[src/rtl/pika_game_ctrl.sv]
// Match sequencer for PikaBall: START -> WAIT (serve hold) -> IN_GAME (landing watch) -> END.
// Optional start-button synchronizer is enabled by defining PIKA_BTN_SYNC_EN.
module pika_game_ctrl #(
  parameter int WIN_SCORE   = 5,
  parameter int SERVE_DELAY = 50_000_000,
  parameter int FLOOR_Y     = 220,
  parameter int NET_X       = 160,
  parameter int NET_W       = 6,
  parameter int BALL_W      = 30,
  parameter int BALL_H      = 30,
  parameter int GUARD       = 2
) (
  input  logic        clk,
  input  logic        reset_n,
  input  logic        start_btn,
  input  logic [11:0] Ball_X,
  input  logic [11:0] Ball_Y,
  output logic [1:0]  Game_state,
  output logic        who_win,
  output logic [3:0]  Player_score,
  output logic [3:0]  NPC_score,
  output logic        point_pulse
);

  typedef enum logic [1:0] {
    ST_START   = 2'd0,
    ST_WAIT    = 2'd1,
    ST_IN_GAME = 2'd2,
    ST_END     = 2'd3
  } state_t;

  localparam int SERVE_W = (SERVE_DELAY > 2) ? $clog2(SERVE_DELAY) : 1;
  localparam int GUARD_W = (GUARD > 0) ? $clog2(GUARD + 1) : 1;

  localparam logic [SERVE_W-1:0] SERVE_LAST = SERVE_W'(SERVE_DELAY - 1);
  localparam logic [GUARD_W-1:0] GUARD_LAST = GUARD_W'(GUARD);
  localparam logic [12:0]        FLOOR_13   = 13'(FLOOR_Y);
  localparam logic [12:0]        BALL_H_13  = 13'(BALL_H);
  localparam logic [12:0]        HALF_W_13  = 13'(BALL_W / 2);
  localparam logic [12:0]        NET_MID_13 = 13'(NET_X + NET_W / 2);
  localparam logic [3:0]         WIN_4      = 4'(WIN_SCORE);

  state_t             state_r, state_nxt_s;
  logic [SERVE_W-1:0] serve_cnt_r, serve_cnt_nxt_s;
  logic [GUARD_W-1:0] guard_cnt_r, guard_cnt_nxt_s;
  logic [3:0]         player_score_r, player_score_nxt_s;
  logic [3:0]         npc_score_r, npc_score_nxt_s;
  logic               who_win_r, who_win_nxt_s;
  logic               point_pulse_r, point_pulse_nxt_s;

  logic               btn_s;
  logic               btn_prev_r;
  logic               start_edge_s;
  logic [12:0]        bottom_s;
  logic [12:0]        cx_s;
  logic               landed_s;
  logic               npc_side_s;
  logic [3:0]         player_inc_s;
  logic [3:0]         npc_inc_s;

`ifdef PIKA_BTN_SYNC_EN
  logic btn_meta_r;
  logic btn_sync_r;

  // Two-flop synchronizer for the asynchronous button
  always_ff @(posedge clk or negedge reset_n) begin
    if (!reset_n) begin
      btn_meta_r <= 1'b0;
      btn_sync_r <= 1'b0;
    end else begin
      btn_meta_r <= start_btn;
      btn_sync_r <= btn_meta_r;
    end
  end

  assign btn_s = btn_sync_r;
`else
  assign btn_s = start_btn;
`endif

  // Button history for rising-edge detection
  always_ff @(posedge clk or negedge reset_n) begin
    if (!reset_n) begin
      btn_prev_r <= 1'b0;
    end else begin
      btn_prev_r <= btn_s;
    end
  end

  assign start_edge_s = btn_s & ~btn_prev_r;

  // 13-bit sums cannot wrap for any 12-bit coordinate
  assign bottom_s   = {1'b0, Ball_Y} + BALL_H_13;
  assign cx_s       = {1'b0, Ball_X} + HALF_W_13;
  assign landed_s   = (bottom_s >= FLOOR_13) && (guard_cnt_r == GUARD_LAST);
  assign npc_side_s = (cx_s < NET_MID_13);

  assign player_inc_s = (player_score_r < WIN_4) ? (player_score_r + 4'd1) : player_score_r;
  assign npc_inc_s    = (npc_score_r < WIN_4) ? (npc_score_r + 4'd1) : npc_score_r;

  // Next-state, counter and score logic
  always_comb begin
    state_nxt_s        = state_r;
    serve_cnt_nxt_s    = serve_cnt_r;
    guard_cnt_nxt_s    = guard_cnt_r;
    player_score_nxt_s = player_score_r;
    npc_score_nxt_s    = npc_score_r;
    who_win_nxt_s      = who_win_r;
    point_pulse_nxt_s  = 1'b0;

    case (state_r)
      ST_START: begin
        if (start_edge_s) begin
          player_score_nxt_s = 4'd0;
          npc_score_nxt_s    = 4'd0;
          who_win_nxt_s      = 1'b0;
          serve_cnt_nxt_s    = {SERVE_W{1'b0}};
          state_nxt_s        = ST_WAIT;
        end else begin
          state_nxt_s = ST_START;
        end
      end

      ST_WAIT: begin
        if (serve_cnt_r == SERVE_LAST) begin
          serve_cnt_nxt_s = {SERVE_W{1'b0}};
          guard_cnt_nxt_s = {GUARD_W{1'b0}};
          state_nxt_s     = ST_IN_GAME;
        end else begin
          serve_cnt_nxt_s = serve_cnt_r + {{(SERVE_W-1){1'b0}}, 1'b1};
        end
      end

      ST_IN_GAME: begin
        if (landed_s) begin
          point_pulse_nxt_s = 1'b1;
          serve_cnt_nxt_s   = {SERVE_W{1'b0}};
          if (npc_side_s) begin
            player_score_nxt_s = player_inc_s;
            who_win_nxt_s      = 1'b0;
            state_nxt_s        = (player_inc_s == WIN_4) ? ST_END : ST_WAIT;
          end else begin
            npc_score_nxt_s = npc_inc_s;
            who_win_nxt_s   = 1'b1;
            state_nxt_s     = (npc_inc_s == WIN_4) ? ST_END : ST_WAIT;
          end
        end else if (guard_cnt_r != GUARD_LAST) begin
          guard_cnt_nxt_s = guard_cnt_r + {{(GUARD_W-1){1'b0}}, 1'b1};
        end else begin
          guard_cnt_nxt_s = guard_cnt_r;
        end
      end

      ST_END: begin
        if (start_edge_s) begin
          state_nxt_s = ST_START;
        end else begin
          state_nxt_s = ST_END;
        end
      end

      default: begin
        state_nxt_s = ST_START;
      end
    endcase
  end

  // State and datapath registers
  always_ff @(posedge clk or negedge reset_n) begin
    if (!reset_n) begin
      state_r        <= ST_START;
      serve_cnt_r    <= {SERVE_W{1'b0}};
      guard_cnt_r    <= {GUARD_W{1'b0}};
      player_score_r <= 4'd0;
      npc_score_r    <= 4'd0;
      who_win_r      <= 1'b0;
      point_pulse_r  <= 1'b0;
    end else begin
      state_r        <= state_nxt_s;
      serve_cnt_r    <= serve_cnt_nxt_s;
      guard_cnt_r    <= guard_cnt_nxt_s;
      player_score_r <= player_score_nxt_s;
      npc_score_r    <= npc_score_nxt_s;
      who_win_r      <= who_win_nxt_s;
      point_pulse_r  <= point_pulse_nxt_s;
    end
  end

  assign Game_state   = state_r;
  assign who_win      = who_win_r;
  assign Player_score = player_score_r;
  assign NPC_score    = npc_score_r;
  assign point_pulse  = point_pulse_r;

endmodule

[config.mk]
export PLATFORM = sky130hd
export DESIGN_NAME = pika_game_ctrl
export DESIGN_NICKNAME = d
export VERILOG_FILES = /design/src/rtl/pika_game_ctrl.sv
export SDC_FILE = /design/constraint.sdc
export NUM_CORES = 1
export LEC_CHECK = 0
export ABC_AREA = 1
export BUFFER_PORTS_ARGS = -buffer_cell sky130_fd_sc_hd__buf_2
export CELL_PAD_IN_SITES_DETAIL_PLACEMENT = 0
export CELL_PAD_IN_SITES_GLOBAL_PLACEMENT = 1
export CORE_MARGIN = 5
export CORE_UTILIZATION = 43
export CTS_CLUSTER_DIAMETER = 80
export DETAILED_ROUTE_END_ITERATION = 10
export HOLD_SLACK_MARGIN = 0.02
export PLACE_DENSITY_LB_ADDON = 0.05
export RECOVER_POWER = 100
export SETUP_SLACK_MARGIN = 0.5
export SYNTH_ARGS = -nofsm -noshare
export SYNTH_HDL_FRONTEND = slang
export SYNTH_SLANG_ARGS = --single-unit
[constraint.sdc]
create_clock -name clk -period 3.11 [get_ports clk]
set_input_delay 0.1555 -clock clk [delete_from_list [all_inputs] [get_ports clk]]
set_output_delay 0.1555 -clock clk [all_outputs]
set_load 0.03 [all_outputs]
Yosys cells after proc, flatten, opt, wreduce, memory -nomap -nowiden
Index checks and enable logic that the tools add are counted.
- add/sub/neg operators: 6
- order comparisons: 4
- equal/unequal tests: 15
- multiplexer cells: 31
- bitwise operators: 2
- reductions and logical operators: 11
- operator list (kind ; number):
    $mux W26 ; 3
    $pmux W26 S3 ; 1
    $mux W4 ; 7
    $add A26 B1 Y26 const B ; 1
    $eq A26 B26 Y1 const B ; 1
    $mux W2 ; 9
    $ne A2 B2 Y1 const B ; 8
    $pmux W4 S2 ; 2
    $add A12 B4 Y13 const B ; 1
    $add A12 B5 Y13 const B ; 1
    $ge A13 B8 Y1 const B ; 1
    $lt A13 B8 Y1 const B ; 1
    $reduce_and A4 Y1 ; 3
    $add A4 B1 Y4 const B ; 2
    $eq A4 B3 Y1 const B ; 2
    $lt A4 B3 Y1 const B ; 2
    $pmux W2 S4 ; 1
    $eq A2 B2 Y1 const B ; 3
    $mux W1 ; 6
    $reduce_and A3 Y1 ; 2
    $pmux W2 S2 ; 1
    $reduce_bool A2 Y1 ; 2
    $reduce_bool A3 Y1 ; 1
    $add A2 B1 Y2 const B ; 1
    7 further kinds ; 7
- flip-flop bits (word level): 41
- input bits: 27
- output and inout port bits: 12
- word-level logic and storage cells: 77

Depth between registers and ports, before layout
Gate-level depths: netlist of the first run.
- depth after elaboration: 7
- depth in mapped cells: 15
- mapped depth without buffers: 15

Least setup slack after synthesis of the first run
OpenSTA, ideal clock, no wires.
- path kind: flip-flop to flip-flop
- from: reg player_score_r[0], in the netlist Player_score[0]
- to: reg state_r[1], in the netlist Game_state[1]
- setup time: 63 ps
- arrival: 1724 ps
- data required time: 3047 ps
- setup slack: 1324 ps
- stages on the path, launching flop included: 11
- buffers on the path: 0
- clock period less this slack: 1786 ps
- path through: dfrtp_1 inv_1 ha_1 o21bai_1 xor2_1 nand3_1 nor2_1 nand4_1 nand3_1 nand2_1 inv_1
- cells in the longest elaborated chain, start to end: 7
- elaborated cells between the ends (all ways): 8
- classes of those cells: add/sub (1); order compare (1); eq/ne (1); mux (5)
- ends and longest elaborated chain (what ; line ; text):
    start: declaration ; 46 ; logic [3:0] player_score_r, player_score_nxt_s;
    start signal: assignment ; 182 ; player_score_r <= player_score_nxt_s;
    $add A4 B1 Y4 / $lt A4 B3 Y1 (equally long branches) ; 98 ; assign player_inc_s = (player_score_r < WIN_4) ? (player_score_r + 4'd1) : player_score_r;
    $mux W4 * ; 98 ;
    $eq A4 B3 Y1 * ; 141 ; state_nxt_s = (player_inc_s == WIN_4) ? ST_END : ST_WAIT;
    $mux W2 * ; 141 ;
    $mux W2 * ; 138 ; if (npc_side_s) begin
    $mux W2 * ; 135 ; if (landed_s) begin
    $pmux W2 S4 * ; 111 ; case (state_r)
    end signal: assignment ; 179 ; state_r <= state_nxt_s;
    end: declaration ; 43 ; state_t state_r, state_nxt_s;
Mark *: on every way between the ends. The rest lies on a longest branch, timed or not. The select of a mux whose other input is x is not followed.
A chain may end at the register's enable or synchronous reset.

Worst setup path in the final report of the first run
- from: reg serve_cnt_r[0]
- to: reg serve_cnt_r[16]
- cells in the longest elaborated chain, start to end: 3
- elaborated cells between the ends (all ways): 4
- classes of those cells: add/sub (1); eq/ne (1); mux (2)
- ends and longest elaborated chain (what ; line ; text):
    start: declaration ; 44 ; logic [SERVE_W-1:0] serve_cnt_r, serve_cnt_nxt_s;
    start signal: assignment ; 172 ; serve_cnt_r <= {SERVE_W{1'b0}};
    start signal: assignment ; 180 ; serve_cnt_r <= serve_cnt_nxt_s;
    $add A26 B1 Y26 / $eq A26 B26 Y1 (equally long branches) ; 130, 125 ;
    $mux W26 * ; 125 ; if (serve_cnt_r == SERVE_LAST) begin
    $pmux W26 S3 * ; 111 ;
Mark *: on every way between the ends. The rest lies on a longest branch, timed or not.

==> flow_summary.toml, run 1 <==
[synth]
ys_types = 42
syn_nets = 490
yosys-top-cells-area = "dfrtp_1, nand2_1, nand3_1, inv_1, xor2_1"
postSynth.topFlopCell = "dfrtp_1"
syn_area_um2 = 3198
synthTopCellsByCount = "nand2_1, inv_1, nand3_1, dfrtp_1, nor2_1"
synthMostInstantiatedCell = "nand2_1"
synth-seq-cells = 41
synth_edf_count = 0
synth-seq-area-share_pct = 32.08
netlist.area_leader.share_pct = 32.08
yosysWarnings = 0
avgSynthCellArea_um2 = 7.029
synth_top_area_cell = "dfrtp_1"
postSynthCellCount = 455
synthArstFlopShare_pct = 100.0

[placement]
hpwl_um = 5743
io_buffer_count = 37
dpl_cell_area_um2 = 3480
gp_congestion = 0.8671
dp_worst_setup_slack_ns = 1.072

[final_layout]
n_antenna_cell = 0
drive_gt1_share_pct = 12.12
fin_nets = 529
area_growth_pct = 11.31
stdcell_area_um2 = 3560

[timing]
period_share_pct = 68.77
setup_viol = 0
fin_crit_ns = 2.139
fin_skew_ns = 0.008674
worstMarginPinSlew_ns = 2.240
grt_setup_unrepaired = "no"
tns_ns = 0
drv_slew = 42
max_freq_mhz = 467.6
finalHoldViolCount = 0
hold_slack_ns = 0.3971
setup_slack_ns = 0.9713
slew_headroom_pct = -49.34

[cts]
cts_buffer_depth = 2
cts_made_buffers = 5
cts_max_level = 2
cts_setup_buffers = 0
clkLatencyLatePin_ns = 0.30
clock-sinks = 41
hold_buffers = 1
cts_tree = "yes"
clk_pin_slew_worst_paths_ns = 0.08
cts_resized = 0
root_buffer = "clkbuf_8"

[setup_path]
crit_chain = "ha_1, nand2_1, nor2_1, inv_2, nor2_1, nand2_1, nor3_1, xor2_1, o21ai_0"
cp-start-kind = "register"
critPathArrivalTime_ns = 2.30
path_class = "register to register"
critPathMaxFanout = 5
slowest_stage = "dfrtp_1"
max_stage_delay_ns = 0.41
crit_family = "simple AND/OR/NAND/NOR gates"
critPathCaptureType = "register"
crit_required_ns = 3.27
worst-path-buf-inv = 1

[floorplanning]
core_um2 = 7253
rows = 31
io_pins = 39
die_w_um = 96.24
die_area_um2 = 9262
initial_core_util_pct = 44.09
die_h_um = 96.24

[global_route]
antenna_found_initial = 0
groute.usage.overall_pct = 17.40
grt_first_pass_wirelength_um = 12750
grt.overflow.total = 0
grt_max_degree = 42
first_global_vias = 2820

[worst_hold_path]
hp-class = "primary input to register"

[drt]
viasPerCell = 5.030
num_vias = 2988
firstDrtPassIters = 4
drc_errors = 0
ant_nets = 0
met3_length_um = 215
wire_per_inst_um = 12.53
dr_wl_met2_um = 3701
dr.max_layer_used = "met4"
finalWirelength_um = 7443
wl_met1_um = 3405
drtIter0Drc = 191

[power]
power.density_nw_per_um2 = 302.7
irDropWorstVdd_uv = 175.0
p_leak_uw = 0.001655

[status]
outcome = "finished with violations"
violations = "max-capacitance violations, max-slew violations"

[job]
max-cap-violations = 1
## worst min-delay path, cell delays in order
cell,delay [ns]
buf_2,0.07
or3_1,0.08
a21oi_1,0.04
nand2_2,0.09
nand2_4,0.06
a32oi_1,0.14
## where the power goes
group / internal (uW) / total [uW] / switching, uW
sequential: 534 / 534 / 0.639
combinational: 33.4 / 87.7 / 54.3
clock: 262 / 456 / 194
## final cells by class
class                      count  area [um2]
timing repair buffer          41       201.4
tap                           99       123.9
inverter                      68       255.2
fill                         799        3694
sequential                    41        1026
multi-input combinational    337        1837
clock inverter                 1       30.03
clock buffer                   7       86.33
## registers in the layout, indices dropped and copies added, names as in the netlist
name / count
btn_prev_r: 1
serve_cnt_r: 26
Game_state: 2
point_pulse: 1
who_win: 1
guard_cnt_r: 2
Player_score: 4
NPC_score: 4
## through the flow
step	instances	utilization (%)	power (uW)
finish	594	49.08	1078
detailed placement	585	47.97	635.3
global placement	585	47.97	633.7
global route	594	49.08	1128
floorplan	455	-	595.7
CTS	594	49.72	1099
## layer usage
metal	up-vias	GRT usage, %
li1	1572	-
met3	10	3.362
met4	0	5.687
met1	1369	21.79
met2	37	29.84
met5	-	0
## cells in the final DEF (no fill, tap or decap), drive strengths merged
master | synthesis | final
nor3 | 10 | 10
clkbuf | 4 | 20
nand3 | 60 | 60
a41oi | 2 | 2
nand4 | 12 | 12
or3 | 1 | 1
xor2 | 21 | 21
a21oi | 4 | 4
or2 | 2 | 2
o31ai | 12 | 12
or4 | 1 | 1
inv | 67 | 67
a21boi | 2 | 2
dfrtp | 41 | 41
nand3b | 2 | 2
dlygate4sd3 | 0 | 1
clkinv | 1 | 1
o21ai | 18 | 18
buf | 5 | 27
nor2 | 43 | 43
o41ai | 1 | 1
o2111ai | 1 | 1
nand2 | 120 | 120
o21bai | 2 | 2
a32oi | 1 | 1
ha | 8 | 8
bufinv | 0 | 1
xnor2 | 7 | 7
nor4 | 7 | 7
## final timing paths
path,start,to,slack (ns),depth (start not counted)
worst min register to register,who_win$_DFFE_PN0P_,who_win$_DFFE_PN0P_,0.50,2
min in group asynchronous,reset_n,serve_cnt_r[25]$_DFFE_PN0P_,0.50,1
worst max-delay path,serve_cnt_r[0]$_DFFE_PN0P_,serve_cnt_r[16]$_DFFE_PN0P_,0.97,9
max in group asynchronous,reset_n,guard_cnt_r[0]$_DFFE_PN0P_,1.31,1
worst max register to register,serve_cnt_r[0]$_DFFE_PN0P_,serve_cnt_r[16]$_DFFE_PN0P_,0.97,9
worst min-delay path,Ball_Y[9],Game_state[0]$_DFFE_PN0P_,0.40,6
## cells by family (layout without fill, tap and decap cells)
group,count (synthesis),in the layout,share of synthesized area [%]
compound gates,43,43,9.155
buf+inv,77,117,9.546
xor+xnor,28,28,7.668
flops,41,41,32.08
simple gates,258,258,38.42
fa+ha+maj,8,8,3.130
No activity file was read; power rests on OpenSTA's default activity.
==> run 2: changes to the inputs <==
--- a/config.mk
+++ b/config.mk
@@ -10,7 +10,7 @@
 export CELL_PAD_IN_SITES_DETAIL_PLACEMENT = 0
 export CELL_PAD_IN_SITES_GLOBAL_PLACEMENT = 1
 export CORE_MARGIN = 5
-export CORE_UTILIZATION = 43
+export CORE_UTILIZATION = 42
 export CTS_CLUSTER_DIAMETER = 80
 export DETAILED_ROUTE_END_ITERATION = 10
 export HOLD_SLACK_MARGIN = 0.02
==> constraint.sdc (replaced) <==
create_clock -name clk -period 2.1 [get_ports clk]
set_input_delay 0.105 -clock clk [delete_from_list [all_inputs] [get_ports clk]]
set_output_delay 0.105 -clock clk [all_outputs]
set_load 0.03 [all_outputs]
==> run 2 against run 1 <==
Against the previous run:
- the run now ends clean
- power grew 48%
- critical path depth is 2 lower
- setup slack got worse by 0.62 ns
- first-iteration DRC count shrank 55%
- core utilization increased by 6.2 points
- cell area grew 14%
- non-clock buffer count is 37 higher
- wire length up 13%
- via count grew 6.6%
- critical path type unchanged
- critical endpoint is now serve_cnt_r[18]$_DFFE_PN0P_
==> flow_summary.toml, run 2 (synthesis gave the netlist of run 1 again) <==
[final_layout]
area_growth_pct = 26.68
final_cell_mix = "nand2_1, inv_1, nand3_1"
final_cells = 631
largest_reg_flops = 26
stdcell_area_um2 = 4051
drive_gt1_share_pct = 25.75
fin_nets = 566
fillers = 750
layout.cells.most_common = "nand2_1"
n_antenna_cell = 0
top_register = "serve_cnt_r"

[cts]
clkLatencyLatePin_ns = 0.30
cts_max_level = 2
root_buffer = "clkbuf_8"
cts_buffer_depth = 2
clock-sinks = 41
clk_pin_slew_worst_paths_ns = 0.08
cts_made_buffers = 5
cts_tree = "yes"

[drt]
drc_errors = 0
finalWirelength_um = 8424
viasPerCell = 5.048
firstDrtPassIters = 4
num_vias = 3185
drtIter0Drc = 85
wire_per_inst_um = 13.35
ant_nets = 0

[global_route]
first_global_vias = 3051
grt_first_pass_wirelength_um = 13590
grt.overflow.total = 0
grt_max_degree = 28
antenna_found_initial = 0
groute.usage.overall_pct = 17.00

[floorplanning]
die_w_um = 97.26
die_area_um2 = 9460
core_um2 = 7331
die_h_um = 97.26
rows = 31
io_pins = 39
initial_core_util_pct = 43.63

[placement]
gp_congestion = 0.9154
dpl_cell_area_um2 = 3555
dp.cells = 589
hpwl_um = 6119
io_buffer_count = 37

[timing]
grt_setup_unrepaired = "yes"
fin_skew_ns = 0.01038
finalHoldViolCount = 0
worstMarginPinSlew_ns = 0.8532
hold_slack_ns = 0.1786
fin_crit_ns = 1.747
setup_viol = 0
max_freq_mhz = 572.6
drv_slew = 0
tns_ns = 0
slew_headroom_pct = 43.12
period_share_pct = 83.17

[power]
irDropWorstVdd_uv = 281.4
p_leak_uw = 0.001916
power.density_nw_per_um2 = 394.4

[setup_path]
crit_required_ns = 2.29
critPathCaptureType = "register"
cp-start-kind = "register"
critPathMaxFanout = 5
critPathArrivalTime_ns = 1.93
path_class = "register to register"

[worst_hold_path]
hp-class = "primary input to register"

[status]
outcome = "complete, no violations"

[job]
max-cap-violations = 0
## run 2: routing by layer
layer / track usage, % / up-vias / part of all wire [%]
met5: 0 / - / 0
met2: 29.83 / 46 / 50
met1: 21.47 / 1489 / 46
met3: 2.656 / 12 / 2.7
met4: 5.112 / 0 / 1.5
li1: - / 1638 / -
## run 2: stage by stage
step	worst slack [ns]	power [uW]	util, %
floorplan	0.4780	882.5	-
CTS	0.4519	1620	53.10
finish	0.3534	1598	55.27
global placement	0.2465	940.5	48.49
detailed placement	0.2145	942.9	48.49
global route	0.2263	1666	55.27
## run 2: final cells by class
class                           count  area, um2  share of cell area, %
Clock buffer                        7      86.33                  2.131
Clock inverter                      1      30.03                 0.7412
Inverter                           68      256.5                  6.331
Multi-Input combinational cell    337       2026                  50.00
Sequential cell                    41       1040                  25.66
Tap cell                           99      123.9                  3.057
Timing Repair Buffer               78      489.2                  12.08
## run 2: timing repair
| action | CTS | global route |
|---|---|---|
| pin swaps | 8 | 25 |
| hold endpoints to repair | 15 | 0 |
| resized for setup | 23 | 35 |
| setup buffers | 15 | 17 |
| hold buffers | 2 | 0 |
| setup endpoints to repair | 24 | 35 |
## run 2: report_power, final
group	total (uW)	switching [uW]	internal [uW]
Combinational	136	82.5	53.2
Sequential	791	0.932	790
Clock	671	283	388
Total	1600	366	1230
## run 2: final timing paths
kind,startpoint,end,slack (ns),depth (start not counted)
min in group asynchronous,reset_n,serve_cnt_r[23]$_DFFE_PN0P_,0.42,2
worst max register to register,serve_cnt_r[6]$_DFFE_PN0P_,serve_cnt_r[18]$_DFFE_PN0P_,0.35,7
max in group asynchronous,reset_n,Game_state[1]$_DFFE_PN0P_,0.78,3
worst min register to register,guard_cnt_r[0]$_DFFE_PN0P_,guard_cnt_r[0]$_DFFE_PN0P_,0.50,2
worst max-delay path,serve_cnt_r[6]$_DFFE_PN0P_,serve_cnt_r[18]$_DFFE_PN0P_,0.35,7
worst min-delay path,start_btn,Game_state[0]$_DFFE_PN0P_,0.18,5
## run 2: worst max-delay path, stage by stage, from the launching register on
cell	delay, ns
dfrtp_2	0.43
inv_1	0.09
nor4_1	0.37
nand2_1	0.18
nor4_2	0.31
nand3_1	0.12
nand3_1	0.10
nand2_1	0.05
==> run 3: changes to the inputs <==
--- a/config.mk
+++ b/config.mk
@@ -5,12 +5,12 @@
 export SDC_FILE = /design/constraint.sdc
 export NUM_CORES = 1
 export LEC_CHECK = 0
-export ABC_AREA = 1
+export ABC_AREA = 0
 export BUFFER_PORTS_ARGS = -buffer_cell sky130_fd_sc_hd__buf_2
 export CELL_PAD_IN_SITES_DETAIL_PLACEMENT = 0
 export CELL_PAD_IN_SITES_GLOBAL_PLACEMENT = 1
 export CORE_MARGIN = 5
-export CORE_UTILIZATION = 42
+export CORE_UTILIZATION = 43
 export CTS_CLUSTER_DIAMETER = 80
 export DETAILED_ROUTE_END_ITERATION = 10
 export HOLD_SLACK_MARGIN = 0.02
==> constraint.sdc (replaced) <==
create_clock -name clk -period 1.8 [get_ports clk]
set_input_delay 0.09 -clock clk [delete_from_list [all_inputs] [get_ports clk]]
set_output_delay 0.09 -clock clk [all_outputs]
set_load 0.03 [all_outputs]
==> run 3 against run 2 <==
Against the previous run:
- global-route usage grew 1.3 points
- the run now ends with negative setup slack left
- via count shrank 17%
- first-iteration DRC count grew 12%
- sequential power grew 37%
- die area shrank 17%
- non-clock buffer count grew 38
- clock power grew 16%
- count of clock-buffer cells in the layout is the same
- cell area shrank 4.6%
==> flow_summary.toml, run 3 <==
[drt]
firstDrtPassIters = 4
viasPerCell = 5.374
finalWirelength_um = 6660
ant_nets = 0
drc_errors = 0
drtIter0Drc = 95
wire_per_inst_um = 13.62
num_vias = 2628

[final_layout]
stdcell_area_um2 = 3865
n_antenna_cell = 0
fin_nets = 448
top_register = "serve_cnt_r"
drive_gt1_share_pct = 37.44
final_cell_mix = "buf_4, dfrtp_1, nor2_1"
largest_reg_flops = 26
layout.cells.most_common = "buf_4"
final_util_pct = 64.52
area_growth_pct = 44.96

[cts]
clock-sinks = 41
cts_max_level = 2
clkLatencyLatePin_ns = 0.29
root_buffer = "clkbuf_8"
cts_made_buffers = 5
clk_pin_slew_worst_paths_ns = 0.07
cts_buffer_depth = 2
cts_tree = "yes"

[power]
clockPowerShare_pct = 31.9
p_sw_uw = 649.0
p_leak_uw = 0.001749
power.density_nw_per_um2 = 631.0
swShare_pct = 26.61
pwr-share-comb_pct = 23.9
power.internal_uw = 1790
irDropWorstVdd_uv = 433.7
p_seq_share_pct = 44.2

[synth]
synthTopCellsByCount = "dfrtp_1, nor2_1, nand2_1, o21ai_0, inv_1"
postSynthCellCount = 297
postSynth.topFlopCell = "dfrtp_1"
avgSynthCellArea_um2 = 8.977
synth_edf_count = 0
netlist.area_leader.share_pct = 38.48
syn_nets = 332
syn_area_um2 = 2666
synth-seq-cells = 41
ys_types = 67
synthMostInstantiatedCell = "dfrtp_1"
yosysWarnings = 0
synth_top_area_cell = "dfrtp_1"
synthArstFlopShare_pct = 100.0
yosys-top-cells-area = "dfrtp_1, o21ai_0, nor2_1, ha_1, xnor2_1"
synth-seq-area-share_pct = 38.48

[global_route]
first_global_vias = 2545
grt_max_degree = 42
grt.overflow.total = 0
antenna_found_initial = 0
groute.usage.overall_pct = 18.31
grt_first_pass_wirelength_um = 11580

[setup_path]
crit_family = "simple AND/OR/NAND/NOR gates"
path_class = "register to register"
slowest_stage = "or4_4"
crit_chain = "or4_1, or4_4, nor3_4, a21oi_2, o21ai_4, buf_12, nor2_1"
worst-r2r-cell-count = 7
worst-path-buf-inv = 1
max_stage_delay_ns = 0.58
critPathMaxFanout = 15
r2r-end = "serve_cnt_r[10]$_DFFE_PN0P_"
critPathArrivalTime_ns = 2.33
critPathCaptureType = "register"
r2r_setup_slack_ns = -0.35
r2r-start = "serve_cnt_r[11]$_DFFE_PN0P_"
cp-start-kind = "register"
crit_required_ns = 1.97

[job]
max-cap-violations = 0

[worst_hold_path]
hold_end = "Game_state[0]$_DFFE_PN0P_"
hold_path_depth = 4
hp-class = "primary input to register"
hold_start = "start_btn"

[timing]
max_freq_mhz = 464.2
setup_viol = 39
fin_crit_ns = 2.154
slew_headroom_pct = 29.92
period_share_pct = 119.7
tns_ns = -10.05
grt_setup_unrepaired = "yes"
worstMarginPinSlew_ns = 1.051
hold_slack_ns = 0.3102
finalHoldViolCount = 0
setup_slack_ns = -0.3544
drv_slew = 0
fin_skew_ns = 0.008795

[status]
outcome = "finished with violations"
violations = "negative setup slack"

[placement]
hpwl_um = 4814
dp_worst_setup_slack_ns = -0.4367
dpl_cell_area_um2 = 3510
io_buffer_count = 37
gp_congestion = 0.8124

[floorplanning]
core_um2 = 5991
initial_core_util_pct = 44.51
die_h_um = 88.75
rows = 28
die_area_um2 = 7876
die_w_um = 88.75
io_pins = 39
-- run 3: cell count changes after synthesis, sizes merged, moves of 8 or more --
cell   change
and3       +9
xor2      -16
o21ai      +8
nor2      -16
inv       -50
nand2     -96
nand3     -46
-- run 3: cell families after synthesis --
group	synth area share, %
compound gates	18.87
xor+xnor	5.256
fa+ha+maj	3.754
buf+inv	4.129
flops	38.48
mux	1.877
simple gates	27.64
-- run 3: worst max-delay path by stage --
stage / from / endpoint / slack [ns] / depth (start not counted)
finish: serve_cnt_r[11]$_DFFE_PN0P_ / serve_cnt_r[10]$_DFFE_PN0P_ / -0.35 / 7
global placement: serve_cnt_r[11]$_DFFE_PN0P_ / serve_cnt_r[3]$_DFFE_PN0P_ / -0.39 / 7
detailed placement: serve_cnt_r[11]$_DFFE_PN0P_ / serve_cnt_r[3]$_DFFE_PN0P_ / -0.44 / 7
floorplan: serve_cnt_r[10]$_DFFE_PN0P_ / serve_cnt_r[16]$_DFFE_PN0P_ / -0.35 / 7
global route: serve_cnt_r[11]$_DFFE_PN0P_ / serve_cnt_r[5]$_DFFE_PN0P_ / -0.42 / 7
CTS: serve_cnt_r[11]$_DFFE_PN0P_ / serve_cnt_r[10]$_DFFE_PN0P_ / -0.36 / 7
-- run 3: timing repair --
action | 4_1_cts | 5_1_grt
gates cloned | 1 | 0
setup buffers | 6 | 4
endpoints found under the hold margin | 42 | 0
resized for setup | 27 | 14
hold buffers | 2 | 0
setup endpoints to repair | 40 | 40
pin swaps | 3 | 7
-- run 3: area by class of cell --
class | instances | area, um2
sequential | 41 | 1026
inverter | 17 | 63.81
fill | 505 | 2126
clock inverter | 1 | 30.03
clock buffer | 7 | 86.33
multi-input combinational | 232 | 1754
tap | 75 | 93.84
timing repair buffer | 116 | 810.8
-- run 3: metal layers --
layer  part of all wire [%]  global-route usage (%)  vias up
met5                      0                       0        -
met4                    1.1                   3.297        0
met3                    2.7                   3.631        9
met2                     51                   31.71       36
met1                     46                   23.86     1251
li1                       -                       -     1332
-- run 3: stage by stage --
step,std cells,power [uW]
2_1_floorplan,297,1351
3_3_place_gp,468,1652
3_5_place_dp,468,1662
4_1_cts,485,2464
5_1_grt,489,2584
6_report,489,2439
-- run 3: power groups by stage --
stage	clock, uW	combinational, uW	sequential [uW]
finish	777	583	1080
global route	837	655	1090
CTS	805	579	1080
detailed placement	0	564	1100
global placement	0	558	1090
floorplan	0	219	1130
-- run 3: tightest hold or removal path, cell delays in order --
cell and delay [ns]:
clkbuf_1 0.09, and2b_1 0.20, nor2_1 0.10, o31ai_1 0.07
